--- config.mk ---
export PLATFORM = sky130hd
export DESIGN_NAME = video_timing_gen
export DESIGN_NICKNAME = d
export VERILOG_FILES = /design/src/rtl/video_timing_gen.sv
export SDC_FILE = /design/constraint.sdc
export NUM_CORES = 1
export LEC_CHECK = 0
export ABC_AREA = 1
export BUFFER_PORTS_ARGS = -buffer_cell sky130_fd_sc_hd__buf_2
export CAP_MARGIN = 20
export CORE_UTILIZATION = 61
export CTS_CLUSTER_DIAMETER = 150
export DETAILED_ROUTE_END_ITERATION = 10
export PLACE_DENSITY = 0.84
export SLEW_MARGIN = 20
export SYNTH_ARGS = -nofsm -noshare
export SYNTH_HDL_FRONTEND = slang
export SYNTH_SLANG_ARGS = --single-unit
--- constraint.sdc ---
create_clock -name pixel_clk_in -period 5.9 [get_ports pixel_clk_in]
set_clock_uncertainty 0.15 [all_clocks]
set_input_delay 1.18 -clock pixel_clk_in [delete_from_list [all_inputs] [get_ports pixel_clk_in]]
set_output_delay 1.18 -clock pixel_clk_in [all_outputs]
set_load 0.005 [all_outputs]
--- src/rtl/video_timing_gen.sv ---
// Raster timing generator: pixel/line counters, polarity-applied syncs, active-display, new-frame pulse, frame count.
// Latency: counters, nf_out, fc_out, cfg_err_out registered (1 cycle); ad_out, hs_out, vs_out, cfg_ready_out combinational.
// Backpressure: cfg_ready_out drops while one timing set waits for the frame wrap; rejected sets leave it high.
//
// Ports:
//   pixel_clk_in, rst_in              clock and synchronous active-high reset
//   cfg_valid_in / cfg_ready_out      timing-set handshake
//   cfg_*_in                          horizontal/vertical field values and sync polarities
//   hcount_out, vcount_out            pixel and line index
//   hs_out, vs_out, ad_out            syncs (polarity applied) and active-display flag
//   nf_out, fc_out                    new-frame pulse and frame count modulo FPS
//   cfg_err_out                       one-cycle pulse for a rejected timing set
module video_timing_gen #(
    parameter int H_W      = 12,
    parameter int V_W      = 11,
    parameter int FPS      = 60,
    parameter int FC_W     = 6,
    parameter int DEF_HA   = 1280,
    parameter int DEF_HFP  = 110,
    parameter int DEF_HS   = 40,
    parameter int DEF_HBP  = 220,
    parameter int DEF_VA   = 720,
    parameter int DEF_VFP  = 5,
    parameter int DEF_VS   = 5,
    parameter int DEF_VBP  = 20,
    parameter bit DEF_HPOL = 1'b1,
    parameter bit DEF_VPOL = 1'b1
) (
    input  logic            pixel_clk_in,
    input  logic            rst_in,
    input  logic            cfg_valid_in,
    output logic            cfg_ready_out,
    input  logic [H_W-1:0]  cfg_ha_in,
    input  logic [H_W-1:0]  cfg_hfp_in,
    input  logic [H_W-1:0]  cfg_hs_in,
    input  logic [H_W-1:0]  cfg_hbp_in,
    input  logic [V_W-1:0]  cfg_va_in,
    input  logic [V_W-1:0]  cfg_vfp_in,
    input  logic [V_W-1:0]  cfg_vs_in,
    input  logic [V_W-1:0]  cfg_vbp_in,
    input  logic            cfg_hpol_in,
    input  logic            cfg_vpol_in,
    output logic [H_W-1:0]  hcount_out,
    output logic [V_W-1:0]  vcount_out,
    output logic            hs_out,
    output logic            vs_out,
    output logic            ad_out,
    output logic            nf_out,
    output logic [FC_W-1:0] fc_out,
    output logic            cfg_err_out
);

    typedef struct packed {
        logic [H_W-1:0] ha;
        logic [H_W-1:0] hfp;
        logic [H_W-1:0] hs;
        logic [H_W-1:0] hbp;
        logic [V_W-1:0] va;
        logic [V_W-1:0] vfp;
        logic [V_W-1:0] vs;
        logic [V_W-1:0] vbp;
        logic           hpol;
        logic           vpol;
    } timing_t;

    typedef enum logic {
        ST_IDLE,
        ST_PENDING
    } state_t;

    localparam timing_t DEF_TIMING = '{
        ha:   H_W'(DEF_HA),
        hfp:  H_W'(DEF_HFP),
        hs:   H_W'(DEF_HS),
        hbp:  H_W'(DEF_HBP),
        va:   V_W'(DEF_VA),
        vfp:  V_W'(DEF_VFP),
        vs:   V_W'(DEF_VS),
        vbp:  V_W'(DEF_VBP),
        hpol: DEF_HPOL,
        vpol: DEF_VPOL
    };

    localparam logic [H_W-1:0]  H_ONE   = H_W'(1);
    localparam logic [V_W-1:0]  V_ONE   = V_W'(1);
    localparam logic [FC_W-1:0] FC_ONE  = FC_W'(1);
    localparam logic [FC_W-1:0] FC_LAST = FC_W'(FPS - 1);

    state_t         state_q, state_d;
    timing_t        act_q, act_d;
    timing_t        pend_q, pend_d;
    timing_t        cfg_in;
    logic [H_W-1:0] hcnt_q, hcnt_d;
    logic [V_W-1:0] vcnt_q, vcnt_d;
    logic [FC_W-1:0] fc_q, fc_d;
    logic           nf_q, nf_d;
    logic           err_q, err_d;

    logic [H_W-1:0] ht;
    logic [V_W-1:0] vt;
    logic [H_W-1:0] hs_start, hs_end;
    logic [V_W-1:0] vs_start, vs_end;
    logic           h_last, v_last, frame_wrap;
    logic           hs_raw, vs_raw;
    logic           cfg_xfer, cfg_bad;

    always_comb begin
        cfg_in      = '0;
        cfg_in.ha   = cfg_ha_in;
        cfg_in.hfp  = cfg_hfp_in;
        cfg_in.hs   = cfg_hs_in;
        cfg_in.hbp  = cfg_hbp_in;
        cfg_in.va   = cfg_va_in;
        cfg_in.vfp  = cfg_vfp_in;
        cfg_in.vs   = cfg_vs_in;
        cfg_in.vbp  = cfg_vbp_in;
        cfg_in.hpol = cfg_hpol_in;
        cfg_in.vpol = cfg_vpol_in;
    end

    // Totals fit the field width by construction of the timing sets, so no carry bit is kept.
    assign ht       = act_q.ha + act_q.hfp + act_q.hs + act_q.hbp;
    assign vt       = act_q.va + act_q.vfp + act_q.vs + act_q.vbp;
    assign hs_start = act_q.ha + act_q.hfp;
    assign hs_end   = hs_start + act_q.hs;
    assign vs_start = act_q.va + act_q.vfp;
    assign vs_end   = vs_start + act_q.vs;

    assign h_last     = (hcnt_q == ht - H_ONE);
    assign v_last     = (vcnt_q == vt - V_ONE);
    assign frame_wrap = h_last && v_last;

    assign hs_raw = (hcnt_q >= hs_start) && (hcnt_q < hs_end);
    assign vs_raw = (vcnt_q >= vs_start) && (vcnt_q < vs_end);

    // Ready is held low throughout reset, independent of the registered state.
    assign cfg_ready_out = (state_q == ST_IDLE) && !rst_in;
    assign cfg_xfer      = cfg_valid_in && cfg_ready_out;
    assign cfg_bad       = (cfg_ha_in == '0) || (cfg_hs_in == '0) ||
                           (cfg_va_in == '0) || (cfg_vs_in == '0);

    // Config FSM: a transfer lands in the pending set; it becomes active only on a
    // frame wrap seen while already PENDING, so a transfer on the wrap edge waits a frame.
    always_comb begin
        state_d = state_q;
        act_d   = act_q;
        pend_d  = pend_q;
        err_d   = 1'b0;
        case (state_q)
            ST_IDLE: begin
                if (cfg_xfer) begin
                    if (cfg_bad) begin
                        err_d = 1'b1;
                    end else begin
                        pend_d  = cfg_in;
                        state_d = ST_PENDING;
                    end
                end
            end
            ST_PENDING: begin
                if (frame_wrap) begin
                    act_d   = pend_q;
                    state_d = ST_IDLE;
                end
            end
            default: state_d = ST_IDLE;
        endcase
    end

    always_comb begin
        hcnt_d = hcnt_q + H_ONE;
        vcnt_d = vcnt_q;
        if (h_last) begin
            hcnt_d = '0;
            vcnt_d = v_last ? '0 : vcnt_q + V_ONE;
        end
        // New frame is flagged on the last active pixel of the first blanking line.
        nf_d = (hcnt_q == act_q.ha - H_ONE) && (vcnt_q == act_q.va);
        fc_d = fc_q;
        if (nf_d) begin
            fc_d = (fc_q == FC_LAST) ? '0 : fc_q + FC_ONE;
        end
    end

    always_ff @(posedge pixel_clk_in) begin
        if (rst_in) begin
            state_q <= ST_IDLE;
            act_q   <= DEF_TIMING;
            pend_q  <= '0;
            hcnt_q  <= '0;
            vcnt_q  <= '0;
            fc_q    <= '0;
            nf_q    <= 1'b0;
            err_q   <= 1'b0;
        end else begin
            state_q <= state_d;
            act_q   <= act_d;
            pend_q  <= pend_d;
            hcnt_q  <= hcnt_d;
            vcnt_q  <= vcnt_d;
            fc_q    <= fc_d;
            nf_q    <= nf_d;
            err_q   <= err_d;
        end
    end

    assign hcount_out  = hcnt_q;
    assign vcount_out  = vcnt_q;
    assign hs_out      = act_q.hpol ? hs_raw : !hs_raw;
    assign vs_out      = act_q.vpol ? vs_raw : !vs_raw;
    assign ad_out      = (hcnt_q < act_q.ha) && (vcnt_q < act_q.va) && !rst_in;
    assign nf_out      = nf_q;
    assign fc_out      = fc_q;
    assign cfg_err_out = err_q;

endmodule

# Word level (Yosys, flattened, before mapping)
# Index checks and enable logic that the tools add are counted.
# op_classes
n_eq_ne,5
n_mux,9
n_bitwise,3
n_addsub,12
n_reduce_logical,22
order_cmp,6
# ops
op,count
$add 12x12->12,3
$add 11x11->11,3
$eq 12x12->1,2
$logic_not 12->1,2
$lt 12x12->1,2
$sub 12x1->12 const B,2
$eq 11x11->1,2
$logic_not 11->1,2
$lt 11x11->1,2
$add 12x1->12 const B,1
$ge 12x12->1,1
$add 11x1->11 const B,1
$ge 11x11->1,1
$mux 11,1
$sub 11x1->11 const B,1
$logic_and 1x1->1,8
$add 6x1->6 const B,1
$eq 6x6->1 const B,1
$mux 1,6
$mux 6,1
$logic_not 1->1,3
$logic_or 1x1->1,3
$not 1->1,3
$reduce_and 3->1,1
4 further kinds,4
# word_totals
out_inout_bits,35
regBits,220

# Depth between registers and ports, before layout
# logic_depth
ltp_word,8
mapped_depth,38
mapped_depth_nobuf,36

# Worst setup path before layout
# OpenSTA, ideal clock, no wires.
# synth_path
path_kind,flip-flop to flip-flop
startpoint,register act_q[82] (netlist name)
endpoint,register act_q[90] (netlist name)
arrival_ns,4.978
slack_ns,0.638
stages_incl_launch_ff,36
cell_sequence,dfxtp_1 ha_1 inv_1 fa_1 or2_2 nand2_1 inv_1 ha_1 nand2_1 o21ai_0 a21o_1 a21oi_1 inv_1 a21oi_1 o21ai_0 xor2_1 ha_1 inv_1 ha_1 nand2_1 inv_1 a21oi_1 nand2_1 or2_2 nand3_1 nand2_1 inv_1 nand3_1 nor2_4 nand2_4 nor2_8 nand2_2 buf_6 buf_2 nand2_1 nand3_1
# synth_between
elab_chain_cells,7
# synth_rtl
element,line,text
start: declaration,90,"timing_t act_q, act_d;"
start signal: assignment,197,act_q <= act_d;
$add 12x12->12 (3 in series),122,assign ht = act_q.ha + act_q.hfp + act_q.hs + act_q.hbp;
$sub 12x1->12,129,assign h_last = (hcnt_q == ht - H_ONE);
$eq 12x12->1,129,
$logic_and 1x1->1,131,assign frame_wrap = h_last && v_last;
$reduce_and 2->1 (no source line),n/a,
# No other way between the ends.
# A chain may end at the register's enable or synchronous reset.

# Final worst setup path
# layout_path
startpoint,register act_q[37] (netlist name)
endpoint,output vs_out
# layout_between
elab_chain_cells,6
# layout_rtl
element,line,text
$add 11x11->11 *,126,assign vs_start = act_q.va + act_q.vfp;
$add 11x11->11,127,assign vs_end = vs_start + act_q.vs;
$lt 11x11->1,134,assign vs_raw = (vcnt_q >= vs_start) && (vcnt_q < vs_end);
$logic_and 1x1->1 *,134,
$logic_not 1->1,210,assign vs_out = act_q.vpol ? vs_raw : !vs_raw;
$mux 1 *,210,
end: declaration,46,"output logic vs_out,"
# Every way passes the cells marked *; elsewhere a longest branch is shown, timed or not.

==> metrics.md <==
| Metric | Value |
|---|---|
| R2R cell count | `33` |
| Final core utilization | `73.10%` |
| Final Hold Fails | `0` |
| HP Start | `pend_q[18]` |
| Fmax | `167.7 MHz` |
| Setup repair after global routing missed its margin | `true` |
| Leakage | `8.371 nW` |
| Top flip-flop cell by instance count after synthesis | `dfxtp_1` |
| Clk Latency, worst-skew pair | `0.52 ns` |
| Htree depth | `1` |
| Reg-to-Reg End | `act_q[42]` |
| Nets | `2505` |
| Sink Count | `220` |
| Asr flop ratio synth | `0%` |
| Final worst setup slack | `-0.06418 ns` |
| Reg2reg start | `act_q[82]` |
| Max IR drop VDD | `0.0002224 V` |
| CTS buffer count | `24` |
| Synthesized cell area | `14440 um^2` |
| Layout cell share with drive strength beyond 1 | `13.28%` |
| Failing checks | `negative setup slack` |
| Total grt overflow | `0` |
| IO Count | `132` |
| Outcome | `complete, but fails checks` |
| Largest net degree at the start of global routing | `99` |
| Drt total wl | `41570 um` |
| Vias in the first global route | `12939` |
| Setup violators final | `4` |
| Worst Hold Slack | `0.3047 ns` |
| Max Cap Viol | `0` |
| Placement Cell Area | `15270 um^2` |
| Seq/Total Area, Yosys | `30.49%` |
| Hold Crit Depth | `2` |
| Slew HR | `29.99%` |
| Synth warn | `0` |
| Cells after Synth | `2128` |
| Power per Cell Area | `196.8 nW/um^2` |
| Top post-synthesis cells by area | `dfxtp_1, ha_1, nand2_1, inv_1, nand3_1` |
| Hold WC Path Type | `flop to flop` |
| Setup TNS | `-0.08120 ns` |
| Drt drc | `0` |
| Post-synth top area share | `30.49%` |
| Max Used Layer | `met4` |
| Slew at the pin closest to its max-slew limit | `1.050 ns` |
| Initial antenna violation count | `1` |
| Initial core utilization | `63.02%` |
| Distinct cell type count after synthesis | `44` |
| Routed vias/inst | `5.643` |
| CP Data Required Time | `4.57 ns` |
| IO Port Bufs | `131` |
| TritonCTS clock tree | `yes` |
| Core Area | `22920 um^2` |
| Die area | `24300 um^2` |
| Final Max Tran Viols | `0` |
| R2r setup slk | `0 ns` |
| DIE WIDTH | `155.9 um` |
| Element type at the critical path start | `flop` |
| Antenna Cells | `0` |
| EDFF count, synth | `0` |
| Top cell type by total area after synthesis | `dfxtp_1` |
| Min cycle time layout | `5.964 ns` |
| Met3 WL | `4433 um` |
| Post-CTS Hold Fix Bufs | `0` |
| Area growth syn-to-layout | `15.98%` |
| End of the worst hold path | `pend_q[18]` |
| DR iter-0 viols | `1623` |
| Vias | `14553` |
| CTS root buf | `clkbuf_16` |
| Wire per inst | `16.12 um` |
| Syn_nets | `2382` |
| Wire length on met1 | `17540 um` |
| Total GRT Usage | `31.49%` |
| Final Cycle Share | `101.1%` |
| Routed Antenna Nets | `0` |
| CP endpoint kind | `output pin` |
| CP Max Fanout | `3` |
| Fin area | `16750 um^2` |
| Setup Crit Path Kind | `flop to output pin` |
| Longest Clk Path Bufs | `3` |
| Critical path data arrival time | `4.63 ns` |
| WL met2 | `18360 um` |
| First-pass GRT wire length | `62110 um` |
| Drt pass-1 iters | `6` |
| Avg Inst Size Synth | `6.787 um^2` |
| DP HPWL | `28230 um` |
| Placer congestion estimate | `1.022` |
| Rows | `55` |
| Yosys reg bits | `220` |
| Total power | `3.297 mW` |
| Clock-pin slew on the worst setup and hold paths | `0.06 ns` |
| Die Ht | `155.9 um` |
## metrics by stage
stage               instances  setup slack (ns)
floorplan                2128            0.6381
global placement         2509            0.2046
detailed placement       2509          -0.02649
CTS                      2557           0.01912
global route             2579           -0.3137
finish                   2579          -0.06418
## cell usage after synthesis (2+ instances only)
cell type / n
fa_1: 6
o21a_1: 2
xor2_1: 56
xnor2_1: 25
dfxtp_1: 220
nand2_1: 398
nand4_1: 21
nand3b_1: 7
a21boi_0: 3
o21bai_1: 11
nand3_1: 204
nand2_2: 2
inv_1: 387
buf_2: 11
nor4_1: 20
a21oi_1: 142
nor3_1: 18
ha_1: 151
nor2_1: 204
clkbuf_1: 48
a31oi_1: 4
or2_2: 10
o21ai_0: 130
buf_1: 9
a21o_1: 7
nor3b_1: 7
a221oi_1: 3
buf_6: 6
## kinds of logic after synthesis
kind of cell	after synthesis	synth area share (%)
flops	220	30.49
compound gates	310	11.44
buf+inv	462	12.41
simple gates	898	26.83
fa+ha+maj	157	13.91
xor+xnor	81	4.912
## where the power goes
part / switching, mW / leakage (nW) / total, mW / internal [mW]
clock network: 0.639 / 0.374 / 1.52 / 0.876
logic: 0.152 / 6.20 / 0.226 / 0.0738
registers: 0.0209 / 1.79 / 1.56 / 1.53
total: 0.813 / 8.37 / 3.30 / 2.48
## per-layer routing
| metal | GRT usage [%] | vias up |
|---|---|---|
| li1 | - | 7035 |
| met4 | 8.870 | 0 |
| met3 | 4.056 | 129 |
| met5 | 0 | - |
| met1 | 44.99 | 6614 |
| met2 | 49.47 | 775 |
## placed cells by master, fill, tap and decap left out, types with 11 or more instances in the layout
cell type | Yosys | routed
ha_1 | 151 | 144
xnor2_1 | 25 | 23
nand4_1 | 21 | 21
buf_2 | 11 | 131
nor4_1 | 20 | 19
dfxtp_1 | 220 | 211
nand3_1 | 204 | 197
clkbuf_16 | 0 | 29
nor3_1 | 18 | 16
a21oi_1 | 142 | 129
nor2_1 | 204 | 202
o21ai_0 | 130 | 120
xor2_1 | 56 | 53
o21bai_1 | 11 | 11
buf_4 | 0 | 26
inv_1 | 387 | 381
a21oi_2 | 1 | 14
nand2_1 | 398 | 388
## worst max path at each step
stage | start | endpoint | slack [ns]
floorplan | act_q[82] | act_q[90] | 0.64
global placement | act_q[82] | act_q[25] | 0.20
detailed placement | act_q[82] | act_q[25] | -0.03
CTS | act_q[24] | vs_out | 0.02
global route | act_q[72] | act_q[36] | -0.31
finish | act_q[37] | vs_out | -0.06
## what timing repair did
item / in CTS / in global routing
setup buffers: 6 / 15
resized for setup: 21 / 77
pin swaps: 10 / 35
endpoints found under the setup margin: 66 / 119
cloned: 1 / 8
## state kept, by name, indices dropped and copies added, names as in the netlist
| register | count |
|---|---|
| act_q | 94 |
| cfg_err_out | 1 |
| fc_out | 6 |
| hcount_out | 12 |
| nf_out | 1 |
| pend_q | 94 |
| state_q | 1 |
| vcount_out | 11 |
## critical path, cell delays in order, from the launching register on
cell	delay (ns)
dfxtp_2	0.34
ha_4	0.25
a21oi_2	0.12
nand2_1	0.10
nand2_2	0.09
nand2_2	0.06
a21oi_2	0.18
o21ai_2	0.09
nand2_1	0.08
nand2_2	0.05
a21oi_2	0.13
xor2_1	0.22
inv_1	0.12
ha_4	0.29
nand2_1	0.06
nor2_2	0.13
nand3_1	0.14
nand3_2	0.16
inv_2	0.06
nand3_2	0.08
nand2_2	0.07
ha_4	0.28
nand2_2	0.08
nor4_2	0.25
a221oi_2	0.10
o21ai_1	0.16
xor2_1	0.27
buf_2	0.17
## layout make-up
cell class                 instances  area (um^2)
inverter                         388         1459
fill                            1770         6165
multi-input combinational       1446         8578
clock inverter                    12        130.1
clock buffer                      29        650.6
tap                              313        391.6
sequential                       220         4418
timing repair buffer             171         1124
Note: power is estimated with default switching activity, not from simulation.
